### config.mk
export PLATFORM = sky130hd
export DESIGN_NAME = gpa_fhdo_spi_multi
export DESIGN_NICKNAME = d
export VERILOG_FILES = /design/src/rtl/gpa_fhdo_spi_multi.sv
export SDC_FILE = /design/constraint.sdc
export NUM_CORES = 1
export LEC_CHECK = 0
export BUFFER_PORTS_ARGS = -buffer_cell sky130_fd_sc_hd__buf_2
export CAP_MARGIN = 20
export CORE_ASPECT_RATIO = 1.1
export CORE_MARGIN = 1
export CORE_UTILIZATION = 36
export DETAILED_ROUTE_END_ITERATION = 12
export MAX_ROUTING_LAYER = met4
export PLACE_DENSITY = 0.58
export SLEW_MARGIN = 15
export SYNTH_ARGS = -nofsm -noshare
export SYNTH_HDL_FRONTEND = slang
export SYNTH_SLANG_ARGS = --single-unit
### constraint.sdc
create_clock -name clk -period 1.9 [get_ports clk]
set_input_delay 0.285 -clock clk [delete_from_list [all_inputs] [get_ports clk]]
set_output_delay 0.285 -clock clk [all_outputs]
set_load 0.1 [all_outputs]
### src/rtl/gpa_fhdo_spi_multi.sv
// GPA-FHDO gradient DAC serialiser: one update of up to NUM_CH words becomes an optional
// sync-register frame plus one 24-bit SPI frame per enabled channel, with SDI readback.
module gpa_fhdo_spi_multi #(
  parameter int NUM_CH  = 4,
  parameter int DATA_W  = 16,
  parameter int CLK_DIV = 2,
  parameter int CSN_GAP = 2,
  parameter int SYNC_EN = 1
) (
  input  logic                     clk,
  input  logic                     rst_n,
  input  logic [NUM_CH*DATA_W-1:0] data_i,
  input  logic [NUM_CH-1:0]        ch_mask_i,
  input  logic                     valid_i,
  output logic                     busy_o,
  output logic                     done_o,
  output logic                     ovf_o,
  output logic                     fhd_clk_o,
  output logic                     fhd_sdo_o,
  output logic                     fhd_csn_o,
  input  logic                     fhd_sdi_i,
  output logic [23:0]              rdback_o,
  output logic                     rdback_valid_o
);

  localparam int DIV_W = (CLK_DIV > 1) ? $clog2(CLK_DIV) : 1;
  localparam int GAP_W = (CSN_GAP > 1) ? $clog2(CSN_GAP) : 1;
  localparam logic [DIV_W-1:0] DIV_LAST  = DIV_W'(CLK_DIV - 1);
  localparam logic [GAP_W-1:0] GAP_LAST  = GAP_W'(CSN_GAP - 1);
  localparam logic [3:0]       SYNC_ADDR = 4'h2;

  typedef enum logic [1:0] {
    IDLE  = 2'd0,
    LOAD  = 2'd1,
    SHIFT = 2'd2,
    GAP   = 2'd3
  } state_t;

  state_t                     state_r;
  logic [NUM_CH*DATA_W-1:0]   data_r;
  logic [NUM_CH-1:0]          rem_r;
  logic                       sync_pend_r;
  logic [22:0]                shreg_r;
  logic [23:0]                cap_r;
  logic [DIV_W-1:0]           div_cnt_r;
  logic [4:0]                 bit_cnt_r;
  logic [GAP_W-1:0]           gap_cnt_r;
  logic                       busy_r;
  logic                       done_r;
  logic                       ovf_r;
  logic                       sclk_r;
  logic                       sdo_r;
  logic                       csn_r;
  logic [23:0]                rdback_r;
  logic                       rdback_valid_r;

  logic [NUM_CH-1:0]          low_s;
  logic [2:0]                 sel_s;
  logic [DATA_W-1:0]          word_s;
  logic [23:0]                frame_s;
  logic [23:0]                cap_next_s;
  logic                       sample_s;
  logic                       accept_s;
  logic                       half_end_s;
  logic                       last_bit_s;

  // Left-justify a channel word into the 16-bit payload, zero-filling the LSBs.
  function automatic logic [15:0] justify(input logic [DATA_W-1:0] w);
    logic [15:0] p;
    p = 16'h0000;
    p[15 -: DATA_W] = w;
    return p;
  endfunction

  function automatic logic [23:0] make_frame(input logic [3:0] addr, input logic [15:0] payload);
    return {4'h0, addr, payload};
  endfunction

  // Isolate the lowest pending channel: ascending index order falls out of the two's-complement trick.
  assign low_s      = rem_r & (~rem_r + NUM_CH'(1));
  assign accept_s   = (SYNC_EN != 0) || (|ch_mask_i);
  assign half_end_s = (div_cnt_r == DIV_LAST);
  assign last_bit_s = (bit_cnt_r == 5'd23);
  assign sample_s   = (state_r == SHIFT) && !sclk_r && (div_cnt_r == {DIV_W{1'b0}});
  assign cap_next_s = sample_s ? {cap_r[22:0], fhd_sdi_i} : cap_r;

  // Channel index and word selected by the one-hot lowest-pending mask.
  always_comb begin
    sel_s  = 3'd0;
    word_s = {DATA_W{1'b0}};
    for (int i = 0; i < NUM_CH; i++) begin
      sel_s  = sel_s | (low_s[i] ? 3'(i) : 3'd0);
      word_s = word_s | (low_s[i] ? data_r[i*DATA_W +: DATA_W] : {DATA_W{1'b0}});
    end
  end

  // Next frame word: the sync frame always precedes the channel frames.
  always_comb begin
    frame_s = 24'h000000;
    if (sync_pend_r) begin
      frame_s = make_frame(SYNC_ADDR, 16'h0000);
    end else begin
      frame_s = make_frame({1'b1, sel_s}, justify(word_s));
    end
  end

  // Transfer sequencer, SPI bit engine and registered outputs.
  always_ff @(posedge clk) begin
    if (!rst_n) begin
      state_r        <= IDLE;
      data_r         <= {(NUM_CH*DATA_W){1'b0}};
      rem_r          <= {NUM_CH{1'b0}};
      sync_pend_r    <= 1'b0;
      shreg_r        <= 23'h000000;
      cap_r          <= 24'h000000;
      div_cnt_r      <= {DIV_W{1'b0}};
      bit_cnt_r      <= 5'd0;
      gap_cnt_r      <= {GAP_W{1'b0}};
      busy_r         <= 1'b0;
      done_r         <= 1'b0;
      ovf_r          <= 1'b0;
      sclk_r         <= 1'b1;
      sdo_r          <= 1'b0;
      csn_r          <= 1'b1;
      rdback_r       <= 24'h000000;
      rdback_valid_r <= 1'b0;
    end else begin
      done_r         <= 1'b0;
      rdback_valid_r <= 1'b0;
      ovf_r          <= valid_i && (state_r != IDLE);
      case (state_r)
        IDLE: begin
          if (valid_i && accept_s) begin
            data_r      <= data_i;
            rem_r       <= ch_mask_i;
            sync_pend_r <= (SYNC_EN != 0);
            busy_r      <= 1'b1;
            state_r     <= LOAD;
          end
        end
        LOAD: begin
          shreg_r   <= frame_s[22:0];
          sdo_r     <= frame_s[23];
          csn_r     <= 1'b0;
          sclk_r    <= 1'b1;
          div_cnt_r <= {DIV_W{1'b0}};
          bit_cnt_r <= 5'd0;
          if (sync_pend_r) begin
            sync_pend_r <= 1'b0;
          end else begin
            rem_r <= rem_r & ~low_s;
          end
          state_r <= SHIFT;
        end
        SHIFT: begin
          cap_r <= cap_next_s;
          if (half_end_s) begin
            div_cnt_r <= {DIV_W{1'b0}};
            if (sclk_r) begin
              sclk_r <= 1'b0;
            end else if (last_bit_s) begin
              sclk_r         <= 1'b1;
              csn_r          <= 1'b1;
              sdo_r          <= 1'b0;
              rdback_r       <= cap_next_s;
              rdback_valid_r <= 1'b1;
              gap_cnt_r      <= {GAP_W{1'b0}};
              state_r        <= GAP;
            end else begin
              sclk_r    <= 1'b1;
              bit_cnt_r <= bit_cnt_r + 5'd1;
              sdo_r     <= shreg_r[22];
              shreg_r   <= {shreg_r[21:0], 1'b0};
            end
          end else begin
            div_cnt_r <= div_cnt_r + DIV_W'(1);
          end
        end
        GAP: begin
          if (gap_cnt_r == GAP_LAST) begin
            if (sync_pend_r || (|rem_r)) begin
              state_r <= LOAD;
            end else begin
              state_r <= IDLE;
              busy_r  <= 1'b0;
              done_r  <= 1'b1;
            end
          end else begin
            gap_cnt_r <= gap_cnt_r + GAP_W'(1);
          end
        end
        default: begin
          state_r <= IDLE;
          busy_r  <= 1'b0;
          sclk_r  <= 1'b1;
          csn_r   <= 1'b1;
          sdo_r   <= 1'b0;
        end
      endcase
    end
  end

  assign busy_o         = busy_r;
  assign done_o         = done_r;
  assign ovf_o          = ovf_r;
  assign fhd_clk_o      = sclk_r;
  assign fhd_sdo_o      = sdo_r;
  assign fhd_csn_o      = csn_r;
  assign rdback_o       = rdback_r;
  assign rdback_valid_o = rdback_valid_r;

endmodule
==> metrics.txt, run 1 <==
status complete, no violations; vias in the first global route 5270; Top FF cell, synth dfxtp_1; synthesized area 0.00632 sq mm; Synth Instances 809; CTS Buffer Depth 2; routed wire length 16.4 mm; most numerous cell in the Yosys netlist nand2_1; Post-synth EDFFs 0; fmax 575 MHz; H-tree levels 4; ys async rst share 0; crit-path cells inv_1 > ha_2 > buf_4 > or2_1 > nor3_4 > buf_12 > a31oi_1 > a21oi_1; mean post-synth cell area 7.82 sq um; Peak VDD IR 559 uV; Yosys reg bits 156; Synth area leader dfxtp_1; synth cell count leaders 250 x nand2_1, 157 x a21oi_1, 156 x dfxtp_1; GPL Wtd Cong 0.813; Syn Nets 886; Post-CTS Setup Inserts 0; total grt overflow 0; worst-margin pin slew 0.503 ns; unique cell type count in the Yosys netlist 52; starting density of the core 0.370; TNS Setup 0 ns; Worst-path clk slew 0.06 ns; WL/cell 14.4 microns; largest cells by area after synthesis dfxtp_1 49%, nand2_1 15%, a21oi_1 12%, o21ai_0 3.1%, a32oi_1 2.2%; routed vias 5724; Hold Crit Class in2reg; Period minus WS final 1.74 ns; layout cell share with drive strength beyond 1 0.195; post-route clock period utilization 0.915; Final Slew Violations 0; number of CTS-inserted buffers 17; GRT Overall Usage 0.191; WP data arrival 2.09 ns; Setup crit start kind flip-flop; Pwr Density 1320 mW/mm^2; root buffer cell clkbuf_16; Nets 974; dpl hpwl 11.1 mm; remaining antenna violation count 0; Worst EP required 2.25 ns; Worst path slowest cell dfxtp_1; worst rel slew slack 0.667; Placed Cells 1112; Sink Count 156; Setup Viol. Count Final 0; number of max-cap violations 0; Worst Clk Skew 0.00627 ns; DR DRC count 0; chip width 128 microns; critical-path maximum fanout 15; Static Leak 2.91 nW; Area growth syn-to-layout 22.1%; Die ar. 0.0181 sq mm; crit end category flip-flop; kind of critical path reg2reg; Ports 103; initial antenna violation count 1; TritonCTS clock tree yes; global-route wire length before repair 26.5 mm; Synth top area share 0.494; Ys Warns 0; Die Span Y 141 microns; largest net degree at the start of global routing 44; initial drt markers 324; hold buffers post-CTS 0; Clk Latency, worst-skew pair 0.42 ns; Critical Path Max Stage Delay 0.36 ns; Buffers on Ports 102; Final Hold Viols 0; FILL cells 1755; core area 0.0171 sq mm; # rows 50; DR vias/cell 5.00; fin cells 1145; post-synthesis sequential area ratio 0.494; drt pass-1 iters 5; unrepaired setup endpoints after global routing false
==> cell type report <==
| cell class | instances | area [sq um] | share of cell area |
|---|---|---|---|
| Sequential cell | 156 | 3120 | 0.405 |
| Multi-Input combinational cell | 580 | 2890 | 0.374 |
| Antenna cell | 1 | 2.50 | 0.000324 |
| Inverter | 9 | 36.3 | 0.00470 |
| Clock buffer | 23 | 468 | 0.0606 |
| Tap cell | 234 | 293 | 0.0379 |
| Clock inverter | 9 | 63.8 | 0.00827 |
| Timing Repair Buffer | 133 | 847 | 0.110 |
==> routing by layer <==
layer	global-route usage	routed length, microns	up-vias	share of wire
li1	-	-	2938	-
met1	0.236	7490	2643	0.46
met2	0.306	8000	124	0.49
met3	0.0425	728	19	0.044
met4	0.0625	214	0	0.013
met5	-	0	-	0
==> logic make-up after synthesis <==
family	count (synthesis)	share of synthesized area
compound gates	258	0.232
xor+xnor	1	0.00139
fa+ha+maj	5	0.00989
buf+inv	73	0.0514
flops	156	0.494
simple gates	316	0.212
==> power by group <==
part	leakage (nW)	switching (mW)	internal, mW
Sequential	1.27	0.298	3.75
Clock	0.254	1.35	1.74
Combinational	1.38	1.90	1.16
Total	2.91	3.55	6.65
==> what timing repair did <==
| item | 4_1_cts | 5_1_grt |
|---|---|---|
| gates resized for setup | 0 | 3 |
| hold endpoints to repair | 0 | 0 |
| setup endpoints to repair | 0 | 16 |
==> through the flow <==
| stage | util | hold slack [ns] | instance area [sq um] | total power [mW] | worst slack (ns) |
|---|---|---|---|---|---|
| final | 0.452 | 0.0956 | 7720 | 10.2 | 0.161 |
| after detailed placement | 0.420 | 0.443 | 7180 | 7.16 | 0.0828 |
| after floorplan | - | 0.399 | 6330 | 6.17 | 0.244 |
| after global placement | 0.420 | 0.438 | 7180 | 7.16 | 0.112 |
| after global routing | 0.452 | 0.0838 | 7720 | 10.8 | 0.00592 |
| after CTS | 0.451 | 0.0876 | 7710 | 10.3 | 0.0518 |
==> cell usage in the layout, fill, tap and decap left out, types with 3 or more instances in the layout <==
cell / netlist / final
clkbuf_1: 33 / 4
buf_4: 3 / 22
nor2_2: 3 / 3
nand3_1: 7 / 7
clkinv_2: 0 / 3
buf_12: 0 / 8
a2bb2oi_1: 3 / 3
ha_1: 5 / 4
a22oi_1: 4 / 4
a31oi_1: 16 / 16
or3_1: 3 / 3
dfxtp_1: 156 / 155
clkbuf_16: 0 / 17
a32oi_1: 16 / 16
buf_2: 26 / 102
nand2_1: 250 / 249
inv_1: 8 / 7
a21oi_1: 157 / 157
o21ai_0: 39 / 39
clkinvlp_4: 0 / 3
nand2b_1: 20 / 20
o211ai_1: 4 / 4
nor2_1: 14 / 14
==> final timing paths <==
path / end / slack [ns] / cells past startpoint / startpoint
setup / recovery: shreg_r[7] / 0.16 / 8 / state_r[0]
hold / removal: data_r[38] / 0.1 / 3 / data_i[38]
setup reg to reg: shreg_r[7] / 0.16 / 8 / state_r[0]
hold reg to reg: data_r[6] / 0.45 / 2 / data_r[6]
==> registers in the layout (all words and copies together) (netlist names), 2 cells and up <==
register   cells
shreg_r       23
bit_cnt_r      5
cap_r         24
rdback_o      24
rem_r          4
data_r        64
state_r        2
==> worst max-delay path: cells and delay by family, from the launching register on <==
kind                     cells  cell delay, ns
AO/OA/AOI/OAI                2            0.22
flip-flops                   1            0.36
buffers and inverters        3            0.42
adder cells (fa/ha/maj)      1            0.22
AND/OR/NAND/NOR              2            0.43
Power figures use the tool's default switching activity.
==> run 2: changes to the inputs <==
- SLEW_MARGIN: 15 -> unset
- TNS_END_PERCENT: unset -> 5
- clock period: 1.9 -> 2 ns (I/O delays scaled with it)
==> run 2 against run 1 <==
  * Setup slack improved by 0.052 ns
  * Die area stayed put
  * Total power decreased by 2.3%
  * Via count fell by 0.45%
  * Clock power up 6%
  * Critical path type unchanged
==> metrics.txt, run 2 (synthesized netlist as in run 1, its figures left out) <==
Peak VDD IR 719 uV (+29%); CTS Buffer Depth 2 (unchanged); dpl hpwl 11.0 mm (-0.15%); DR vias/cell 4.99 (-0.11%); status complete, no violations; routed vias 5698 (-0.45%); GRT Overall Usage 0.195 (+0.00444); R2R Setup Slk 0.21 ns (+0.05 ns); chip width 128 microns (unchanged); Period minus WS final 1.79 ns (+0.0480 ns); Worst Clk Skew 0.00811 ns (+0.00183 ns); Hold Crit Class in2reg; Static Leak 2.93 nW (+0.70%); fin cells 1141 (-0.35%); final instance area 0.00776 sq mm (+0.47%); Placed Cells 1109 (-0.27%); Worst-path clk slew 0.06 ns (about the same); H-tree levels 4 (unchanged); crit end category flip-flop; dpl cell area 0.00715 sq mm (-0.33%); TritonCTS clock tree yes; GPL Wtd Cong 0.790 (-2.8%); Setup Viol. Count Final 0 (unchanged); Nets 971 (-0.31%); worst rel slew slack 0.665 (-0.00140); n_diodes 0 (-1); starting density of the core 0.370 (unchanged); global-route wire length before repair 26.9 mm (+1.6%); critical-path maximum fanout 17 (+2); post-route clock period utilization 0.894 (-0.0218); layout cell share with drive strength beyond 1 0.193 (-0.00156); Hold Slack 0.108 ns (+0.0119 ns); number of max-cap violations 0 (unchanged); initial drt markers 349 (+7.7%); Ports 103 (unchanged); Die ar. 0.0181 sq mm (unchanged); # rows 50 (unchanged); Setup crit start kind flip-flop; Sink Count 156 (unchanged); Pwr Density 1290 mW/mm^2 (-2.8%); Die Span Y 141 microns (unchanged); Largest Register data_r; hold path start data_i[29]; Final Hold Viols 0 (unchanged); Final Slew Violations 0 (unchanged); WP data arrival 2.14 ns (+0.05 ns); number of flip-flops under the largest register name 64 (unchanged); initial antenna violation count 0 (-1); drt pass-1 iters 5 (unchanged); Worst EP required 2.36 ns (+0.11 ns); unrepaired setup endpoints after global routing false; commonest non-fill, non-tap cells in the layout 249 x nand2_1, 157 x a21oi_1, 156 x dfxtp_1; Clk Latency, worst-skew pair 0.42 ns (about the same); core area 0.0171 sq mm (unchanged); M1 WL 7.58 mm (+1.2%); number of CTS-inserted buffers 17 (unchanged); Tot Pwr 9.97 mW (-2.3%); Worst Setup SP state_r[0]; commonest non-fill, non-tap cell in the layout nand2_1; kind of critical path reg2reg; fmax 560 MHz (-2.7%); total grt overflow 0 (unchanged); largest net degree at the start of global routing 55 (+25%); TNS Setup 0 ns (unchanged); WL/cell 14.5 microns (+0.95%); remaining antenna violation count 0 (unchanged); vias in the first global route 5345 (+1.4%); routed wire length 16.5 mm (+0.60%); hold buffers post-CTS 0 (unchanged); met3 wire len 818 microns (+12%); root buffer cell clkbuf_16; DR DRC count 0 (unchanged); DR WL met2 7.90 mm (-1.3%); Worst R2R Start state_r[0]; Area growth syn-to-layout 22.6%; Buffers on Ports 102 (unchanged); worst-margin pin slew 0.505 ns (+0.00212 ns); FILL cells 1768 (+0.74%); DR top layer met4
[run 2: cell types whose count changed in the layout (fill, tap and decap cells not counted), moves of 2 or more]
cell / delta
buf_4: -3
bufinv_16: +2
clkbuf_1: -3
clkbuf_8: +2
[run 2: worst paths after layout]
check,end,depth (start not counted)
max,shreg_r[17],6
min,data_r[29],3
max reg2reg,shreg_r[17],6
min reg2reg,data_r[9],2
[run 2: worst max-delay path, cell delays in order, from the launching register on]
cell and delay [ns]:
dfxtp_1 0.33, inv_1 0.13, ha_2 0.26, nand3b_2 0.22, o21ai_4 0.43, o221ai_1 0.20, a21oi_1 0.16
[run 2: layout make-up]
cell class / count / area, sq um / area share
Sequential cell: 156 / 3120 / 0.403
Clock buffer: 22 / 484 / 0.0624
Multi-Input combinational cell: 580 / 2880 / 0.372
Inverter: 9 / 36.3 / 0.00468
Tap cell: 234 / 293 / 0.0377
Clock inverter: 10 / 113 / 0.0145
Timing Repair Buffer: 130 / 825 / 0.106
[run 2: per-layer routing]
layer	vias to the layer above	track usage
li1	2924	-
met3	16	0.0497
met2	130	0.310
met4	0	0.0632
met1	2628	0.241
met5	-	-
[run 2: what timing repair did]
action / in CTS / in global routing
setup endpoints to repair: 0 / 2
gates resized for setup: 0 / 2
endpoints found under the hold margin: 0 / 0
buffers inserted: 0 / 0
[run 2: report_power, final]
part / switching (mW) / internal (mW)
logic: 1.81 / 1.06
clock network: 1.30 / 1.97
registers: 0.276 / 3.56
[run 2: through the flow]
step	util	worst slack [ns]
finish	0.454	0.213
global route	0.454	0.0645
CTS	0.454	0.153
detailed placement	0.419	0.167
global placement	0.419	0.222
floorplan	-	0.0220
==> run 3: changes to the inputs <==
- BUFFER_PORTS_ARGS: -buffer_cell sky130_fd_sc_hd__buf_2 -> -buffer_cell sky130_fd_sc_hd__clkbuf_2
==> run 3 against run 2 <==
  * Via count decreased by 0.97%
  * Global-route usage fell by 0.077 points
  * Cell area increased by 0.26%
  * Largest cell class unchanged
  * Critical endpoint is now cap_r[7]
  * Clock power grew 2%
  * Sequential power hardly changed
  * Non-clock buffer count grew 3
  * Largest power group unchanged
  * Total power is 0.64% higher
==> metrics.txt, run 3 (synthesized netlist as in run 1, its figures left out) <==
commonest non-fill, non-tap cells in the layout 249 x nand2_1, 157 x a21oi_1, 156 x dfxtp_1; post-route worst setup slack 0.140 ns (-0.0732 ns); Setup Viol. Count Final 0 (unchanged); status complete, no violations; routed wire length 16.5 mm (about the same); Post-CTS Setup Inserts 0 (unchanged); vias in the first global route 5179 (-3.1%); Static Leak 2.93 nW (+0.10%); H-tree levels 4 (unchanged); Hold Crit Class in2reg; Multi-input gate area 0.00288 sq mm (unchanged); FILL cells 1759 (-0.51%); worst rel slew slack 0.623 (-0.0420); initial drt markers 294 (-16%); Area growth syn-to-layout 22.9%; WL/cell 14.5 microns (-0.26%); DR vias/cell 4.94 (-1.1%); CTS Buffer Depth 2 (unchanged); TritonCTS clock tree yes; DR DRC count 0 (unchanged); worst-margin pin slew 0.567 ns (+0.0619 ns); dpl hpwl 11.2 mm (+1.8%); GPL Wtd Cong 0.826 (+4.6%); dpl cell area 0.00716 sq mm (+0.14%); Worst-path clk slew 0.06 ns (about the same); Die Span Y 141 microns (unchanged); chip width 128 microns (unchanged); pre-CTS WS 0.141 ns (-0.0260 ns); largest net degree at the start of global routing 54 (-1.8%); commonest non-fill, non-tap cell in the layout nand2_1; Period minus WS final 1.86 ns (+0.0732 ns); Sink Count 156 (unchanged); Pwr Density 1290 mW/mm^2 (+0.38%); final instance area 0.00778 sq mm (+0.26%); remaining antenna violation count 0 (unchanged); Worst EP required 2.31 ns (-0.05 ns); WP data arrival 2.17 ns (+0.03 ns); Ports 103 (unchanged); drt pass-1 iters 5 (unchanged); Clk Latency, worst-skew pair 0.43 ns (about the same); Setup crit start kind flip-flop; critical-path maximum fanout 24 (+7); initial antenna violation count 0 (unchanged); Final Slew Violations 0 (unchanged); Tot Pwr 10.0 mW (+0.64%); Die ar. 0.0181 sq mm (unchanged); Final Hold Viols 0 (unchanged); root buffer cell clkbuf_16; Nets 974 (+0.31%); routed vias 5643 (-0.97%); crit end category flip-flop; Sequential Area 0.00312 sq mm (unchanged); TNS Setup 0 ns (unchanged); # rows 50 (unchanged); hold buffers post-CTS 0 (unchanged); number of max-cap violations 0 (unchanged); fmax 538 MHz (-3.9%); layout cell share with drive strength beyond 1 0.195 (+0.00178); starting density of the core 0.370 (unchanged); GRT Overall Usage 0.194 (-0.000769); total grt overflow 0 (unchanged); core area 0.0171 sq mm (unchanged); post-route clock period utilization 0.930 (+0.0366); Buffers on Ports 102 (unchanged); Hold Slack 0.0882 ns (-0.0193 ns); number of flip-flops under the largest register name 64 (unchanged); Largest Register data_r; Worst Clk Skew 0.00689 ns (-0.00122 ns); kind of critical path reg2reg; number of CTS-inserted buffers 17 (unchanged); cts repair resizes 0 (unchanged); unrepaired setup endpoints after global routing false; n_diodes 0 (unchanged); Peak VDD IR 727 uV (+1.2%); global-route wire length before repair 26.6 mm (-1.2%)
[run 3: per-layer routing]
| metal | track usage | up-vias | routed length (microns) |
|---|---|---|---|
| met3 | 0.0531 | 15 | 735 |
| li1 | - | 2925 | - |
| met5 | - | - | 0 |
| met1 | 0.242 | 2601 | 7740 |
| met4 | 0.0514 | 0 | 161 |
| met2 | 0.309 | 102 | 7880 |
[run 3: path summary, 6_finish.rpt]
check / startpoint / to / slack (ns) / depth (start not counted)
worst max-delay path: state_r[0] / cap_r[7] / 0.14 / 8
worst min-delay path: data_i[23] / data_r[23] / 0.09 / 3
worst max register to register: state_r[0] / cap_r[7] / 0.14 / 8
worst min register to register: data_r[10] / data_r[10] / 0.45 / 2
[run 3: per-stage QoR]
step,util,std cells
after detailed placement,0.419,1112
after CTS,0.455,1143
after global routing,0.455,1143
final,0.455,1143
after floorplan,-,809
after global placement,0.419,1112
[run 3: power by group]
group	switching (mW)	total (mW)	internal (mW)
combinational	1.81	2.86	1.05
sequential	0.280	3.84	3.56
clock	1.28	3.33	2.05
[run 3: layout make-up]
type,instances,share of cell area
clock buffers,21,0.0605
clock inverters,10,0.0180
inverters,9,0.00467
multi-input cells,580,0.371
flip-flops and latches,156,0.402
well taps,234,0.0377
repair buffers,133,0.107
[run 3: critical path, cell delays in order, from the launching register on]
cell     delay (ns)
dfxtp_1        0.33
inv_1          0.12
ha_1           0.27
buf_4          0.20
inv_2          0.07
or3_1          0.38
buf_4          0.22
nand2_1        0.09
a21oi_1        0.06
